## src/rtl/mem_stage.sv

```systemverilog
// mem_stage: memory pipeline stage between execute and writeback.
// Ports: es_to_ms bus/handshake in, data SRAM response in, ms_to_ws bus out, fwd/blk bus to decode.
module mem_stage #(
  parameter int ES_TO_MS_BUS_WD   = 76,
  parameter int MS_TO_WS_BUS_WD   = 70,
  parameter int MS_FWD_BLK_BUS_WD = 39
) (
  input  logic                         clk,
  input  logic                         resetn,
  input  logic                         ws_allowin,
  output logic                         ms_allowin,
  input  logic                         es_to_ms_valid,
  input  logic [ES_TO_MS_BUS_WD-1:0]   es_to_ms_bus,
  input  logic                         data_sram_data_ok,
  input  logic [31:0]                  data_sram_rdata,
  output logic                         ms_to_ws_valid,
  output logic [MS_TO_WS_BUS_WD-1:0]   ms_to_ws_bus,
  output logic [MS_FWD_BLK_BUS_WD-1:0] ms_fwd_blk_bus
);

  typedef enum logic [1:0] {
    S_EMPTY,
    S_WAIT,
    S_READY
  } state_t;

  state_t r_state;
  state_t w_state_nxt;

  logic r_ms_valid;
  logic w_ms_valid_nxt;
  logic r_buf_valid;
  logic w_buf_valid_nxt;
  logic w_bus_ld;
  logic w_buf_ld;

  logic [ES_TO_MS_BUS_WD-1:0] r_es_bus;
  logic [31:0]                r_rdata_buf;

  logic [2:0]  w_ld_type;
  logic [1:0]  w_addr_lo;
  logic        w_res_from_mem;
  logic        w_gr_we;
  logic [4:0]  w_dest;
  logic [31:0] w_exe_result;
  logic [31:0] w_pc;

  assign w_ld_type      = r_es_bus[75:73];
  assign w_addr_lo      = r_es_bus[72:71];
  assign w_res_from_mem = r_es_bus[70];
  assign w_gr_we        = r_es_bus[69];
  assign w_dest         = r_es_bus[68:64];
  assign w_exe_result   = r_es_bus[63:32];
  assign w_pc           = r_es_bus[31:0];

  logic w_ms_ready_go;

  assign w_ms_ready_go  = (r_state == S_READY);
  assign ms_allowin     = !r_ms_valid || (w_ms_ready_go && ws_allowin);
  assign ms_to_ws_valid = r_ms_valid && w_ms_ready_go;

  always_comb begin
    w_state_nxt     = r_state;
    w_ms_valid_nxt  = r_ms_valid;
    w_buf_valid_nxt = r_buf_valid;
    w_bus_ld        = 1'b0;
    w_buf_ld        = 1'b0;
    if (ms_allowin) begin
      // leaving (or idle): buffer belongs to the departing instr
      w_buf_valid_nxt = 1'b0;
      if (es_to_ms_valid) begin
        w_ms_valid_nxt = 1'b1;
        w_bus_ld       = 1'b1;
        w_state_nxt    = es_to_ms_bus[70] ? S_WAIT : S_READY;
      end else begin
        w_ms_valid_nxt = 1'b0;
        w_state_nxt    = S_EMPTY;
      end
    end else if (r_state == S_WAIT && data_sram_data_ok
                 && !r_buf_valid) begin
      w_buf_ld        = 1'b1;
      w_buf_valid_nxt = 1'b1;
      w_state_nxt     = S_READY;
    end
  end

  always_ff @(posedge clk) begin
    if (!resetn) begin
      r_state     <= S_EMPTY;
      r_ms_valid  <= 1'b0;
      r_buf_valid <= 1'b0;
    end else begin
      r_state     <= w_state_nxt;
      r_ms_valid  <= w_ms_valid_nxt;
      r_buf_valid <= w_buf_valid_nxt;
    end
  end

  // payload needs no reset: it is qualified by r_ms_valid/r_state
  always_ff @(posedge clk) begin
    if (w_bus_ld) begin
      r_es_bus <= es_to_ms_bus;
    end
    if (w_buf_ld) begin
      r_rdata_buf <= data_sram_rdata;
    end
  end

  logic [31:0] w_byte_sh;
  logic [7:0]  w_byte;
  logic [15:0] w_half;
  logic [31:0] w_ld_data;
  logic [31:0] w_final;

  assign w_byte_sh = r_rdata_buf >> {w_addr_lo, 3'b000};
  assign w_byte    = w_byte_sh[7:0];
  assign w_half    = w_addr_lo[1] ? r_rdata_buf[31:16]
                                  : r_rdata_buf[15:0];

  logic w_is_lb;
  logic w_is_lbu;
  logic w_is_lh;
  logic w_is_lhu;

  assign w_is_lb  = (w_ld_type == 3'd1);
  assign w_is_lbu = (w_ld_type == 3'd2);
  assign w_is_lh  = (w_ld_type == 3'd3);
  assign w_is_lhu = (w_ld_type == 3'd4);

  always_comb begin
    w_ld_data = r_rdata_buf;
    unique case (1'b1)
      w_is_lb:  w_ld_data = {{24{w_byte[7]}}, w_byte};
      w_is_lbu: w_ld_data = {24'd0, w_byte};
      w_is_lh:  w_ld_data = {{16{w_half[15]}}, w_half};
      w_is_lhu: w_ld_data = {16'd0, w_half};
      default:  w_ld_data = r_rdata_buf;
    endcase
  end

  assign w_final = w_res_from_mem ? w_ld_data : w_exe_result;

  logic w_fwd_valid;
  logic w_blk_valid;

  assign w_fwd_valid = r_ms_valid && w_gr_we && (r_state == S_READY);
  assign w_blk_valid = r_ms_valid && (r_state == S_WAIT);

  assign ms_to_ws_bus   = {w_gr_we, w_dest, w_final, w_pc};
  assign ms_fwd_blk_bus = {w_fwd_valid, w_dest, w_final, w_blk_valid};

endmodule

```

## config.mk

```make
export PLATFORM = sky130hd
export DESIGN_NAME = mem_stage
export DESIGN_NICKNAME = d
export VERILOG_FILES = /design/src/rtl/mem_stage.sv
export SDC_FILE = /design/constraint.sdc
export NUM_CORES = 1
export LEC_CHECK = 0
export CELL_PAD_IN_SITES_DETAIL_PLACEMENT = 0
export CELL_PAD_IN_SITES_GLOBAL_PLACEMENT = 2
export CORE_ASPECT_RATIO = 1.4
export CORE_UTILIZATION = 26
export DETAILED_ROUTE_END_ITERATION = 12
export PLACE_DENSITY_LB_ADDON = 0.1
export SYNTH_ARGS = -nofsm -noshare
export SYNTH_HDL_FRONTEND = slang
export SYNTH_SLANG_ARGS = --single-unit
```

## constraint.sdc

```tcl
create_clock -name clk -period 7.08 [get_ports clk]
set_input_delay 1.062 -clock clk [delete_from_list [all_inputs] [get_ports clk]]
set_output_delay 1.062 -clock clk [all_outputs]
set_load 0.02 [all_outputs]
```

==> flow_summary.ini <==
[global_route]
grt_overflow_total = 0
track_usage_pct = 14.1
grt_max_degree = 57
grt_pass1_wl_mm = 20.1
grt_pass1_vias = 3431
antenna_found_initial = 0

[critical_path]
cp_slowest_cell = edfxtp_1
setup.worst_path.start = r_es_bus[72]
path_class = flip-flop to output port
endpoint_kind = output port
path_depth = 5
r2r_end = r_es_bus[55]
rr_worst_depth = 3
endpoint = ms_to_ws_bus[59]
cp.arrival_ns = 3.61
crit_buf_inv = 1
path_delay_family = flip-flops
cp_cell_sequence = mux4_2, mux2i_1, nor3_2, a221o_1, clkdlybuf4s50_1
r2r_setup_slack_ns = 4.69
cp-start-kind = flip-flop
reg2reg_from = r_state[0]
max_stage_delay_ns = 0.94
required_ns = 6.02
path_max_fanout = 25

[synthesis]
synth_nets = 468
synth_top_cell_by_area = edfxtp_1
synth.area.top_cells = edfxtp_1, buf_4, a221o_1
syn_area_mm2 = 0.00498
ys_warn_count = 0
ys_seq_elements = 112
syn_area_per_cell_um2 = 14.0
synth_cells = 355
synth.yosys.seq_area_share_pct = 66.8
yosysUniqueCellTypes = 38
netlist.area_leader.share_pct = 65.2

[timing]
slew_headroom_pct = 25.7
period_needed_ns = 4.67
setup_violations = 0
fmax_ghz = 0.214
fin_tns_setup_ns = 0
timing.final.crit_share_pct = 66.0
tightest_slew_ns = 1.11
skew_ns = 0.00594
rsz0062_at_grt = false
drv_slew = 0
hold_viol = 0

[clock_network]
clk_latency_ns = 0.35
cts_tree = done
cts_made_buffers = 9
clockBufferDepth = 2
clock-sinks = 112
cts-root-buf = clkbuf_16
cts_setup_buffers = 0
hold_buffers = 0
htreeDepth = 3
cts.clk_slew.worst_paths_ns = 0.07
ctsResizeCount = 0

[floorplan]
fp.dieW_um = 119
rows = 59
ios = 224
dieArea_mm2 = 0.0197
die_y_um = 166
core_area_mm2 = 0.0187
start_util_pct = 26.6

[pwr]
p_leak_nw = 2.42
power_mw = 1.58
p_per_area_mw_per_mm2 = 221
ir_worst_vdd_uv = 101

[final_layout]
nets = 611
num_antenna_cells = 0
most-common-layout-cells = clkdlybuf4s50_1, edfxtp_1, nor2_1
area_growth_syn_to_layout_pct = 44.1
final_common_cell = clkdlybuf4s50_1
final_layout_size_suffix_gt1_share_pct = 6.36
nFillCells = 1807

[flow_run]
drv_cap = 0

[hold_path]
hold_depth = 2
worstHoldPathType = flip-flop to flip-flop

[placement]
port_buffers = 223
dp_hpwl_mm = 10.2
place.gp.congestion = 0.733

[run_status]
status = finished clean

[detailed_routing]
vias = 3270
drt_iter0_markers = 110
routed_via_density = 4.38
wl_per_cell_um = 18.3
antenna_left = 0
drc = 0
drt-pass1-iter-count = 4
drt-total-wl_mm = 13.7
-- flip-flops by register name, indices dropped and copies added, names as in the netlist --
register     flops
r_buf_valid      1
r_ms_valid       1
r_state          2
r_es_bus        76
r_rdata_buf     32
-- routing by layer --
metal  vias up  track usage, %  part of all wire [%]
li1       1545               -                     -
met1      1587            15.1                    37
met2       126            26.3                    56
met3        12            3.55                   5.5
met4         0            5.39                   1.7
met5         -               0                     0
-- logic make-up after synthesis --
logic type	share of synthesized area, %
multiplexers	2.66
XOR/XNOR	0.352
AND/OR/NAND/NOR	5.63
flip-flops	66.8
AO/OA/AOI/OAI	10.6
buffers and inverters	14.0
-- through the flow --
| step | setup slack, ns | instances | util, % | hold WS, ns | cell area, µm² |
|---|---|---|---|---|---|
| floorplan | 1.64 | 355 | - | 0.465 | 4980 |
| global placement | 2.86 | 731 | 36.9 | 0.492 | 6890 |
| detailed placement | 2.78 | 731 | 36.9 | 0.491 | 6890 |
| CTS | 2.39 | 747 | 38.4 | 0.515 | 7170 |
| global route | 2.18 | 747 | 38.4 | 0.566 | 7170 |
| finish | 2.41 | 747 | 38.4 | 0.508 | 7170 |
-- how the worst min path moves through the flow --
stage                start     endpoint  slack [ns]
2_1_floorplan  r_buf_valid  r_buf_valid        0.47
3_3_place_gp   r_buf_valid  r_buf_valid        0.49
3_5_place_dp   r_buf_valid  r_buf_valid        0.49
4_1_cts        r_buf_valid  r_buf_valid        0.52
5_1_grt        r_buf_valid  r_buf_valid        0.57
6_report       r_buf_valid  r_buf_valid        0.51
-- synthesized netlist by cell type, drive strengths merged --
cell	n
nor3	2
xnor2	1
xor2	1
a221o	16
edfxtp	108
a21oi	2
inv	10
nand2b	2
and3	1
and3b	3
a32oi	7
nor2	22
nand3b	3
a221oi	6
o221a	1
a2111oi	1
nor4b	2
nand3	2
o31ai	1
a211oi	1
a311oi	2
mux2i	2
o211ai	1
a21boi	3
buf	85
mux4	1
mux2	8
a31oi	11
dfxtp	4
o21ai	18
and2	2
clkbuf	8
nand2	17
or3b	1
-- final cells by class --
cell class / count / area, µm² / area share (%)
tap: 244 / 305 / 4.26
timing repair buffer: 225 / 2250 / 31.3
inverter: 10 / 37.5 / 0.523
sequential: 112 / 3320 / 46.3
multi-input combinational: 140 / 975 / 13.6
clock buffer: 11 / 243 / 3.38
clock inverter: 5 / 41.3 / 0.576
-- tightest hold or removal path, stage by stage (launching register included) --
cell and delay [ns]:
dfxtp_1 0.32, o21ai_0 0.08, nor2_1 0.07
-- where the power goes --
part	total (mW)	switching, mW	internal (mW)
Clock	0.492	0.240	0.252
Combinational	0.314	0.151	0.164
Sequential	0.778	0.0163	0.762
Note: power is estimated with default switching activity, not from simulation.
